## config.mk

```make
export PLATFORM = sky130hd
export DESIGN_NAME = data_bus_arbiter
export DESIGN_NICKNAME = d
export VERILOG_FILES = /design/src/rtl/data_bus_arbiter.sv
export SDC_FILE = /design/constraint.sdc
export NUM_CORES = 1
export LEC_CHECK = 0
export BUFFER_PORTS_ARGS = -buffer_cell sky130_fd_sc_hd__buf_2
export CAP_MARGIN = 20
export CORE_AREA = 10 10 113 115
export CTS_CLUSTER_DIAMETER = 100
export CTS_CLUSTER_SIZE = 16
export DETAILED_ROUTE_END_ITERATION = 7
export DIE_AREA = 0 0 123 125
export SYNTH_ARGS = -nofsm -noshare
export SYNTH_HDL_FRONTEND = slang
export SYNTH_SLANG_ARGS = --single-unit
```

## constraint.sdc

```tcl
create_clock -name clk -period 2.5 [get_ports clk]
set_input_delay 0.25 -clock clk [delete_from_list [all_inputs] [get_ports clk]]
set_output_delay 0.25 -clock clk [all_outputs]
set_load 0.02 [all_outputs]
```

## src/rtl/data_bus_arbiter.sv

```systemverilog
// data_bus_arbiter: shares the single synchronous data-RAM port between the
// core's EX-stage data access and an external burst master (DMA/debug).
// The core owns the port by default with zero-latency pass-through; the DMA
// master gets bursts when the core is idle. With ARB_STARVE_GUARD_EN defined,
// a starvation counter also forces a grant after STARVE_LIMIT blocked cycles.
module data_bus_arbiter #(
  parameter int ADDR_W       = 32,
  parameter int DATA_W       = 32,
  parameter int MAX_BURST    = 16,
  parameter int STARVE_LIMIT = 8
) (
  input  logic              clk,
  input  logic              rst,
  input  logic [ADDR_W-1:0] core_addr_i,
  input  logic [DATA_W-1:0] core_wdata_i,
  input  logic              core_we_i,
  input  logic              core_re_i,
  input  logic [2:0]        core_size_i,
  output logic [DATA_W-1:0] core_rdata_o,
  output logic              core_hold_o,
  input  logic              dma_req_i,
  input  logic [ADDR_W-1:0] dma_addr_i,
  input  logic [DATA_W-1:0] dma_wdata_i,
  input  logic              dma_we_i,
  input  logic [2:0]        dma_size_i,
  input  logic              dma_last_i,
  output logic              dma_gnt_o,
  output logic [DATA_W-1:0] dma_rdata_o,
  output logic              dma_rvalid_o,
  output logic [ADDR_W-1:0] ram_addr_o,
  output logic [DATA_W-1:0] ram_wdata_o,
  output logic              ram_we_o,
  output logic              ram_re_o,
  output logic [2:0]        ram_size_o,
  input  logic [DATA_W-1:0] ram_rdata_i
);

  localparam int            BW       = $clog2(MAX_BURST + 1);
  localparam logic [BW-1:0] BEAT_MAX = BW'(MAX_BURST);

  typedef enum logic [1:0] {S_CORE, S_DMA, S_COOL} state_t;

  state_t        state_q, state_d;
  logic [BW-1:0] beat_cnt_q, beat_cnt_d;
  logic          rvalid_q, rvalid_d;
  logic          core_acc;
  logic          force_gnt;

  assign core_acc = core_we_i | core_re_i;

  // Illegal parameter values elaborate this empty marker scope.
  if (MAX_BURST < 1 || STARVE_LIMIT < 1) begin : g_bad_params
  end

`ifdef ARB_STARVE_GUARD_EN
  localparam int            SW         = $clog2(STARVE_LIMIT + 1);
  localparam logic [SW-1:0] STARVE_MAX = SW'(STARVE_LIMIT);

  logic [SW-1:0] starve_cnt_q, starve_cnt_d;

  assign force_gnt = (starve_cnt_q == STARVE_MAX);

  // Count S_CORE cycles where the DMA request loses to a core access; reaching
  // the limit forces the grant, which clears the count (so it never wraps).
  always_comb begin
    starve_cnt_d = starve_cnt_q;
    if (state_q == S_CORE) begin
      if (!dma_req_i || !core_acc || force_gnt) starve_cnt_d = '0;
      else                                       starve_cnt_d = starve_cnt_q + SW'(1);
    end
  end

  // Starvation counter register.
  always_ff @(posedge clk or negedge rst) begin
    if (!rst) starve_cnt_q <= '0;
    else      starve_cnt_q <= starve_cnt_d;
  end
`else
  // Without the guard the core always wins; DMA may wait forever.
  assign force_gnt = 1'b0;
`endif

  // Next-state and burst beat counting.
  always_comb begin
    state_d    = state_q;
    beat_cnt_d = beat_cnt_q;
    case (state_q)
      S_CORE: begin
        if (dma_req_i && (!core_acc || force_gnt)) begin
          state_d    = S_DMA;
          beat_cnt_d = '0;
        end
      end
      S_DMA: begin
        if (!dma_req_i) begin
          state_d = S_COOL;
        end else begin
          beat_cnt_d = beat_cnt_q + BW'(1);
          // Last beat and burst cap on the same beat collapse to one exit.
          if (dma_last_i || (beat_cnt_q + BW'(1)) == BEAT_MAX) state_d = S_COOL;
        end
      end
      S_COOL:  state_d = S_CORE;
      default: state_d = S_CORE;
    endcase
  end

  // DMA read data returns one cycle after the read beat.
  assign rvalid_d = (state_q == S_DMA) && dma_req_i && !dma_we_i;

  // State, beat count and read-valid registers.
  always_ff @(posedge clk or negedge rst) begin
    if (!rst) begin
      state_q    <= S_CORE;
      beat_cnt_q <= '0;
      rvalid_q   <= 1'b0;
    end else begin
      state_q    <= state_d;
      beat_cnt_q <= beat_cnt_d;
      rvalid_q   <= rvalid_d;
    end
  end

  // RAM port mux: core pass-through unless DMA owns the port. A core access
  // seen during a DMA grant is held off; the core keeps it on its inputs.
  always_comb begin
    ram_addr_o  = core_addr_i;
    ram_wdata_o = core_wdata_i;
    ram_we_o    = core_we_i;
    ram_re_o    = core_re_i & ~core_we_i;
    ram_size_o  = core_size_i;
    dma_gnt_o   = 1'b0;
    core_hold_o = 1'b0;
    if (state_q == S_DMA) begin
      ram_addr_o  = dma_addr_i;
      ram_wdata_o = dma_wdata_i;
      ram_we_o    = dma_req_i & dma_we_i;
      ram_re_o    = dma_req_i & ~dma_we_i;
      ram_size_o  = dma_size_i;
      dma_gnt_o   = 1'b1;
      core_hold_o = core_acc;
    end
  end

  assign core_rdata_o = ram_rdata_i;
  assign dma_rdata_o  = ram_rdata_i;
  assign dma_rvalid_o = rvalid_q;

endmodule

```

After elaboration in Yosys (flattened, before gate mapping)
Cells that the tools add are included. Widths: inputs -> output; s select.

Bits of input ports: 173. Word-level logic and storage cells: 39. Output and inout bits: 136. Bits in registers: 8.

Bitwise logic cells: 6. Equality and inequality tests: 5. $add $sub $neg: 1. Reduce and logical (&&, ||, !) cells: 10. Mux-type cells: 14.

Operators with widths (number): $mux 32 (2); $mux 5 (2); $pmux 5 s2 (1); $mux 2 (3); $add 5x1->5 const B (1); $eq 5x5->1 const B (1); $mux 1 (4); $ne 2x2->1 const B (2); $pmux 2 s2 (1); $and 1x1->1 (3); $logic_and 1x1->1 (3); $mux 3 (1); $ne 3x3->1 const B (1); $reduce_and 3->1 (1); $eq 2x1->1 const B (1); $logic_not 1->1 (2); $logic_not 2->1 (1); $not 1->1 (2); $reduce_and 2->1 (1); $reduce_bool 2->1 (1); $logic_or 1x1->1 (1); $or 1x1->1 (1).

Depth between registers and ports, before layout
Gate-level depths: netlist of run 1.

Depth in word-level cells: 6. Mapped depth: 5. Gate-level depth less buffers: 4.

Worst setup path before layout of run 1
OpenSTA, ideal clock, no wires.

Kind: reg-to-output. From: reg state_q[0]. To: out ram_re_o. Data required time: 2.250 ns. Setup slack: 0.840 ns. Stages on the path, launching flop included: 5. Buffers on the path: 2. Arrival time: 1.410 ns. Cell sequence: dfrtp_1 -> nor2b_4 -> buf_12 -> buf_12 -> o32ai_1.

Cells in the longest elaborated chain, start to end: 2.

Ends and longest elaborated chain: start: declaration (RTL line 43) `state_t state_q, state_d;`; start signal: assignment (RTL line 118) `state_q <= state_d;`; $eq 2x1->1 (RTL line 134) `if (state_q == S_DMA) begin`; $mux 1 (RTL line 134); end: declaration (RTL line 33) `output logic ram_re_o,`.

No other way between the ends.

Final worst setup path of run 1
From: reg state_q[0]. To: out ram_wdata_o[4].

Cells in the longest elaborated chain, start to end: 2.

Ends and longest elaborated chain: $eq 2x1->1 (RTL line 134); $mux 32 (RTL line 134); end: declaration (RTL line 31) `output logic [DATA_W-1:0] ram_wdata_o,`.

No other way between the ends.

==> results of run 1 <==
state kept, by name, summed over array words and instances (netlist names):
name and cells:
state_q 2, dma_rvalid_o 1, beat_cnt_q 5
layout make-up:
class	instances	area (sq um)	share of cell area, %
Inverter	3	11.3	0.402
Clock buffer	3	41.3	1.47
Tap cell	140	175	6.25
Timing Repair Buffer	215	1110	39.7
Multi-Input combinational cell	104	1260	45.1
Sequential cell	8	200	7.15
power by group through the flow:
stage               Combinational [mW]  Clock, mW  Sequential (mW)
floorplan                        0.700          0            0.180
global placement                 0.767          0            0.186
detailed placement               0.773          0            0.188
CTS                              0.778      0.159            0.186
global route                     0.821      0.168            0.191
finish                           0.768      0.158            0.186
how the worst min path moves through the flow:
stage / start / to / slack, ns / depth (start not counted)
floorplan: rst / beat_cnt_q[0] / -0.05 / 0
global placement: rst / state_q[1] / 0.11 / 1
detailed placement: rst / state_q[1] / 0.11 / 1
CTS: dma_we_i / dma_rvalid_o / 0.20 / 2
global route: dma_we_i / dma_rvalid_o / 0.21 / 2
finish: dma_we_i / dma_rvalid_o / 0.21 / 2
per-stage QoR:
step           cells  setup WS, ns
6_report         473         0.379
3_3_place_gp     469         0.628
2_1_floorplan    187         0.840
4_1_cts          473         0.352
3_5_place_dp     469         0.600
5_1_grt          473         0.262
placed cells by master, fill, tap and decap left out, types with 2 or more instances in the layout:
master    instances
o21ai_0           2
clkbuf_8          3
nand3b_1          2
a21oi_1           2
nor2b_1           2
inv_1             3
nor2_1            2
o22ai_1           2
dfrtp_1           8
nand3_1           2
buf_12            2
mux2_4           64
a22o_1            2
nand2_1           4
xor2_1            2
mux2_2            4
buf_2           212
routing by layer:
layer | up-vias | wire, microns | GRT usage, %
met2 | 149 | 4060 | 16.5
met3 | 6 | 1280 | 5.27
met4 | 0 | 42 | 0.754
met1 | 810 | 3130 | 10.5
met5 | - | 0 | 0
li1 | 881 | - | -
synth_stat cells:
cell       number
nor3b_1         1
a22oi_1         1
a2111o_1        1
o22ai_1         2
inv_1           3
mux2i_1         1
dfrtp_1         8
nor2_1          2
o21ai_0         2
buf_12          8
o32ai_1         1
nand2_1         4
and3b_2         1
mux2_2          4
o2bb2ai_1       1
a22o_1          2
mux2_4         64
nor2b_4         1
nand3_2         1
and2_1          1
nand3_1         2
xor2_1          2
buf_4          64
o21ai_1         1
a21oi_1         2
and2b_1         1
nand3b_1        2
and4b_1         1
ha_1            1
nor2b_1         2
logic make-up after synthesis:
| logic type | Yosys count | synth area share (%) |
|---|---|---|
| AO/OA/AOI/OAI | 13 | 4.32 |
| multiplexers | 69 | 48.0 |
| adder cells (fa/ha/maj) | 1 | 0.592 |
| flip-flops | 8 | 9.47 |
| buffers and inverters | 75 | 30.8 |
| XOR/XNOR | 2 | 0.829 |
| AND/OR/NAND/NOR | 19 | 5.92 |
what timing repair did:
item,CTS,global route
buffers inserted,0,0
setup endpoints to repair,0,0
gates resized for setup,0,0
endpoints found under the hold margin,8,0
hold buffers,1,0
==> results.toml, run 1 <==
[detailed_routing]
routedWlPerCell_microns = 18.0
vias = 1846
final_antenna_net_count = 0
first_iter_violations = 51
drc = 0
drt-total-wl_mm = 8.51
dr.pass1.iters = 4
viasPerCell = 3.90

[final_layout]
fillers = 1097
finalInstanceArea_sq_mm = 0.00280
utilization_pct = 26.4
layout-drive-gt1-share_pct = 86.5
antenna_cells = 0
syn_to_final_growth_pct = 32.5
nets = 509

[floorplan]
pin_count = 309
chipHeight_microns = 125
core_region_area_sq_mm = 0.0106
rows = 38
start_util_pct = 19.9
die_x_microns = 123
die-area_sq_mm = 0.0154

[synth]
yosysTopAreaCellShare_pct = 45.4
ys_seq_area_share_pct = 9.47
synth_area_leader_cell = "mux2_4"
synth_nets = 361
synth.distinct_cells = 30
syn_inst = 187
ys_ff_latch = 8
synth.area.top_cells = "mux2_4 45%, buf_4 23%, dfrtp_1 9.5%"
yosys_warnings = 0
avgSynthCellArea_sq_um = 11.3
synth_area_sq_mm = 0.00211

[power_and_ir_drop]
pwr-share-clk_pct = 14.2
vdd_drop_max_v = 0.000454
switching_share_pct = 41.5
power_mw = 1.11
power.density_mw_per_mm2 = 397
intPower_uw = 651
p_sw_uw = 462
power_frac_seq_pct = 16.7
pwr-share-comb_pct = 69.1
p_leak_nw = 1.57

[setup_path]
crit_required_ns = 2.25
slowest_stage = "dfrtp_1"
max_stage_delay_ns = 0.40
path_max_fanout = 35
crit_path_cell_trace = "nor2b_4, buf_12, mux2_4, buf_2"
r2r_cells = 3
r2r-start = "state_q[1]"
startpoint_type = "flop"
end_kind = "output pin"
r2r_slack_ns = 1.26
crit_family = "buffers and inverters"
criticalPathCategory = "reg -> out"
path_buf_inv = 2
reg2reg_to = "state_q[0]"
cp.arrival_ns = 1.87
endpoint = "ram_wdata_o[4]"
startpoint = "state_q[0]"
path_depth = 4

[global_routing]
grt_max_degree = 36
grt_pass1_wl_mm = 12.1
antenna_found_initial = 0
grt_usage_pct = 9.59
grt_overflow = 0
grt_pass1_vias = 1942

[sta]
finalHoldViolCount = 0
rsz0062_at_grt = "no"
fin_crit_ns = 2.12
timing.fmax_mhz = 472
fin_worst_skew_ns = 0.000936
worst_slew_pin_slew_ns = 0.374
setup_viol = 0
setup_tns_ns = 0
min_period_over_period_pct = 84.8
slew_viol_final = 0
whs_ns = 0.211
slew_headroom_pct = 75.0

[cts]
cts_buffer_depth = 2
cts_made_buffers = 3
cts_tree = "done"
root_buffer = "clkbuf_8"
clk_pin_slew_ns = 0.04
clkLatencyLatePin_ns = 0.23
htree_levels = 1
cts_sinks = 8

[placement]
dpl_cell_area_sq_mm = 0.00275
place_hpwl_mm = 7.57
globalplace.congestion = 0.908
portBuffers = 212

[flow_run]
drv_cap = 0

[min_path]
hold_path_class = "in -> reg"

[outcome]
status = "finished clean"
(Power assumes the default switching activity.)
==> run 2: changes to the inputs <==
Settings changed: CORE_AREA 10 10 113 115 to 10 10 112 114, DIE_AREA 0 0 123 125 to 0 0 122 124.
Clock period 2.5 ns to 1.81 ns, I/O delays scaled along.
==> run 2 against run 1 <==
The run now ends with setup timing left; critical path type unchanged; utilization grew 5.3 points; critical path depth grew 2; highest routed layer unchanged; sequential power grew 38%; first-iteration DRC count grew 7.8%; clock skew shrank 0.00074 ns; cell area grew 16%; clock-buffer cell count is the same; register-to-register slack lost 0.77 ns; combinational power grew 73%; flip-flop and latch count is the same; clock power grew 37%.
==> results.toml, run 2 (synthesis results as in run 1) <==
[detailed_routing]
routedWlPerCell_microns = 20.6
first_iter_violations = 55
viasPerCell = 4.19
drc = 0
dr.pass1.iters = 4
drt-total-wl_mm = 9.90
vias = 2011
final_antenna_net_count = 0

[placement]
globalplace.congestion = 0.873
portBuffers = 212
place_hpwl_mm = 7.97
dp.cells = 465
post-place-ws_ns = 0.155

[setup_path]
criticalPathCategory = "reg -> out"
startpoint_type = "flop"
r2r_cells = 4
cp.arrival_ns = 1.65
crit_required_ns = 1.63
path_max_fanout = 5
end_kind = "output pin"

[floorplan]
die_x_microns = 122
pin_count = 309
die-area_sq_mm = 0.0151
core_region_area_sq_mm = 0.0102
chipHeight_microns = 124
start_util_pct = 20.7
rows = 37

[power_and_ir_drop]
power.density_mw_per_mm2 = 556
power_mw = 1.80
vdd_drop_max_v = 0.000454
p_leak_nw = 1.74

[sta]
slew_viol_final = 0
min_period_over_period_pct = 101
setup_viol = 18
fin_worst_skew_ns = 0.000191
setup_tns_ns = -0.198
slew_headroom_pct = 72.9
fin_crit_ns = 1.83
fin_ws_ns = -0.0199
worst_slew_pin_slew_ns = 0.403
rsz0062_at_grt = "yes"
finalHoldViolCount = 0
timing.fmax_mhz = 546

[cts]
cts_made_buffers = 3
cts_sinks = 8
cts_tree = "done"
cts_buffer_depth = 2
root_buffer = "clkbuf_8"
clk_pin_slew_ns = 0.04
clkLatencyLatePin_ns = 0.23
htree_levels = 1

[global_routing]
grt_pass1_vias = 2124
antenna_found_initial = 0
grt_pass1_wl_mm = 13.1
grt_usage_pct = 10.8
grt_overflow = 0
grt_max_degree = 33

[final_layout]
fillers = 1040
largest_reg_flops = 5
nets = 520
layout_commonest_cell = "buf_2"
stdcell_count = 480
regMostFlops = "beat_cnt_q"
antenna_cells = 0
syn_to_final_growth_pct = 53.4
layout-drive-gt1-share_pct = 86.9
final_cell_mix = "172 x buf_2, 64 x mux2_4, 40 x buf_6"
utilization_pct = 31.7

[outcome]
violations = "setup timing"
status = "finished, violations left"

[min_path]
min_path_cells = 2
hold_path_class = "in -> reg"

[flow_run]
drv_cap = 0
## run 2: critical path, stage by stage, from the launching register on
cell and delay [ns]:
dfrtp_1 0.40, nor2b_4 0.17, buf_6 0.14, buf_12 0.13, clkbuf_16 0.15, mux2_4 0.30, buf_6 0.13
## run 2: metal layers
layer | vias to the layer above | GRT usage, % | part of all wire, %
met1 | 937 | 11.9 | 37
met4 | 0 | 1.34 | 0.96
met3 | 11 | 5.16 | 12
met5 | - | 0 | 0
met2 | 156 | 18.9 | 50
li1 | 907 | - | -
## run 2: layout make-up
cell class | instances | area [sq um] | share of cell area (%)
Timing Repair Buffer | 226 | 1560 | 48.1
Tap cell | 136 | 170 | 5.24
Sequential cell | 8 | 200 | 6.17
Multi-Input combinational cell | 104 | 1260 | 38.9
Clock buffer | 3 | 41.3 | 1.27
Inverter | 3 | 11.3 | 0.347
## run 2: report_power, final
group          switching, mW  internal (mW)
sequential            0.0454          0.210
clock                 0.0727          0.144
combinational          0.594          0.738
total                  0.712           1.09
## run 2: path summary, 6_finish.rpt
path,slack [ns],to,from
min reg2reg,0.58,beat_cnt_q[4],beat_cnt_q[4]
min in group asynchronous,0.33,state_q[1],rst
max in group asynchronous,1.31,beat_cnt_q[4],rst
min,0.15,dma_rvalid_o,dma_we_i
max reg2reg,0.49,state_q[0],state_q[1]
max,-0.02,ram_wdata_o[13],state_q[1]
## run 2: metrics by stage
step | hold slack (ns) | area, sq um
after global placement | 0.0378 | 2750
after detailed placement | 0.0403 | 2750
after CTS | 0.148 | 3090
final | 0.149 | 3240
after global routing | 0.171 | 3240
after floorplan | -0.115 | 2110
## run 2: what timing repair did
item | 4_1_cts | 5_1_grt
resized for setup | 61 | 21
gates cloned | 2 | 4
hold buffers | 1 | 0
endpoints found under the setup margin | 67 | 53
hold endpoints to repair | 8 | 0
setup buffers | 4 | 2
==> run 3: changes to the inputs <==
Clock period 1.81 ns to 1.53 ns, I/O delays scaled along.
==> run 3 against run 2 <==
The flow still finishes with violations (setup timing); routed wire length decreased by 3.8%; global-route usage grew 0.22 points; critical path depth decreased by 1; cell count increased by 2.3%; clock power increased by 23%; register-to-register slack worse by 0.41 ns; non-clock buffer count up 10; largest cell class unchanged; highest routed layer unchanged.
==> results.toml, run 3 (synthesis results as in run 1) <==
[floorplan]
core_region_area_sq_mm = 0.0102
pin_count = 309
die_x_microns = 122
chipHeight_microns = 124
rows = 37
start_util_pct = 20.7
die-area_sq_mm = 0.0151

[placement]
dp.cells = 474
globalplace.congestion = 0.860
place_hpwl_mm = 7.57
portBuffers = 212
post-place-ws_ns = -0.00717

[cts]
cts_made_buffers = 3
cts_buffer_depth = 2
cts_sinks = 8
clk_pin_slew_ns = 0.04
htree_levels = 1
root_buffer = "clkbuf_8"
cts_tree = "done"
clkLatencyLatePin_ns = 0.24

[sta]
min_period_over_period_pct = 113
timing.fmax_mhz = 577
setup_viol = 70
worst_slew_pin_slew_ns = 0.320
finalHoldViolCount = 0
setup_tns_ns = -12.04
slew_viol_final = 0
rsz0062_at_grt = "yes"
fin_ws_ns = -0.202
fin_crit_ns = 1.73
fin_worst_skew_ns = 0.00185
slew_headroom_pct = 78.4

[setup_path]
end_kind = "output pin"
criticalPathCategory = "reg -> out"
r2r_slack_ns = 0.08
startpoint_type = "flop"
crit_required_ns = 1.38
cp.arrival_ns = 1.58
path_max_fanout = 10

[global_routing]
antenna_found_initial = 1
grt_max_degree = 12
busiest_layer = "met2"
grtUsageMet3_pct = 4.84
grt_overflow = 0
use_met2_pct = 19.2
met1_usage_pct = 12.2
grt_pass1_vias = 2234
grt_pass1_wl_mm = 13.3
grt_usage_pct = 11.0

[detailed_routing]
dr.pass1.iters = 4
routedWlPerCell_microns = 19.4
drc = 0
first_iter_violations = 54
final_antenna_net_count = 0
drt-total-wl_mm = 9.52
vias = 2023
viasPerCell = 4.12

[final_layout]
stdcell_count = 491
largest_reg_flops = 5
utilization_pct = 34.6
nets = 530
syn_to_final_growth_pct = 67.6
layout-drive-gt1-share_pct = 87.9
regMostFlops = "beat_cnt_q"
final_cell_mix = "147 x buf_2, 68 x buf_6, 67 x mux2_4"
layout_commonest_cell = "buf_2"

[min_path]
hold_path_class = "in -> reg"

[power_and_ir_drop]
power_mw = 2.30
power.density_mw_per_mm2 = 650
vdd_drop_max_v = 0.000359
p_leak_nw = 1.87

[flow_run]
drv_cap = 0

[outcome]
status = "finished, violations left"
violations = "setup timing"
==> run 3: cell types whose count changed in the layout (fill, tap and decap cells not counted), moves of 2 or more <==
cell       delta
buf_12        -2
buf_16        +4
buf_2        -25
buf_4         +6
buf_6        +28
buf_8         +2
clkbuf_16     -3
mux2_2        -3
mux2_4        +3
==> run 3: path summary, 6_finish.rpt <==
path,start,to,cells after the start
worst max-delay path,state_q[1],ram_wdata_o[23],5
worst min-delay path,dma_we_i,dma_rvalid_o,2
worst max register to register,state_q[1],state_q[0],6
worst min register to register,beat_cnt_q[4],beat_cnt_q[4],2
max in group asynchronous,rst,beat_cnt_q[1],2
min in group asynchronous,rst,beat_cnt_q[2],2
==> run 3: where the power goes <==
group	total [mW]	switching, mW	internal, mW
Sequential	0.302	0.0531	0.249
Clock	0.266	0.0946	0.171
Combinational	1.73	0.726	1.01
Total	2.30	0.873	1.43
==> run 3: through the flow <==
step           hold slack (ns)  instance area [sq um]
6_report                 0.135                   3540
5_1_grt                  0.149                   3540
4_1_cts                  0.135                   3400
3_5_place_dp            0.0142                   2820
3_3_place_gp           0.00814                   2820
2_1_floorplan           -0.143                   2120
==> run 3: what timing repair did <==
| item | 4_1_cts | 5_1_grt |
|---|---|---|
| setup buffers | 6 | 2 |
| hold endpoints to repair | 8 | 0 |
| setup endpoints to repair | 70 | 71 |
| gates resized for setup | 112 | 46 |
| cloned | 5 | 1 |
| hold buffers | 1 | 0 |
==> run 3: critical path: stages (launching register included) <==
cell and delay, ns:
dfrtp_1 0.39, nor2b_4 0.16, buf_6 0.17, buf_16 0.15
mux2_4 0.32, buf_6 0.14
==> run 3: routing by layer <==
layer  vias to the layer above  wire length [microns]  part of all wire, %
li1                        931                      -                    -
met4                         0                    277                  2.9
met3                        15                   1250                   13
met1                       910                   3510                   37
met2                       167                   4490                   47
met5                         -                      0                    0
==> run 3: cell type report <==
type / count / area, sq um
Antenna cell: 1 / 2.50
Clock buffer: 3 / 41.3
Fill cell: 1005 / 6690
Inverter: 3 / 11.3
Multi-Input combinational cell: 104 / 1300
Sequential cell: 8 / 200
Tap cell: 136 / 170
Timing Repair Buffer: 236 / 1820
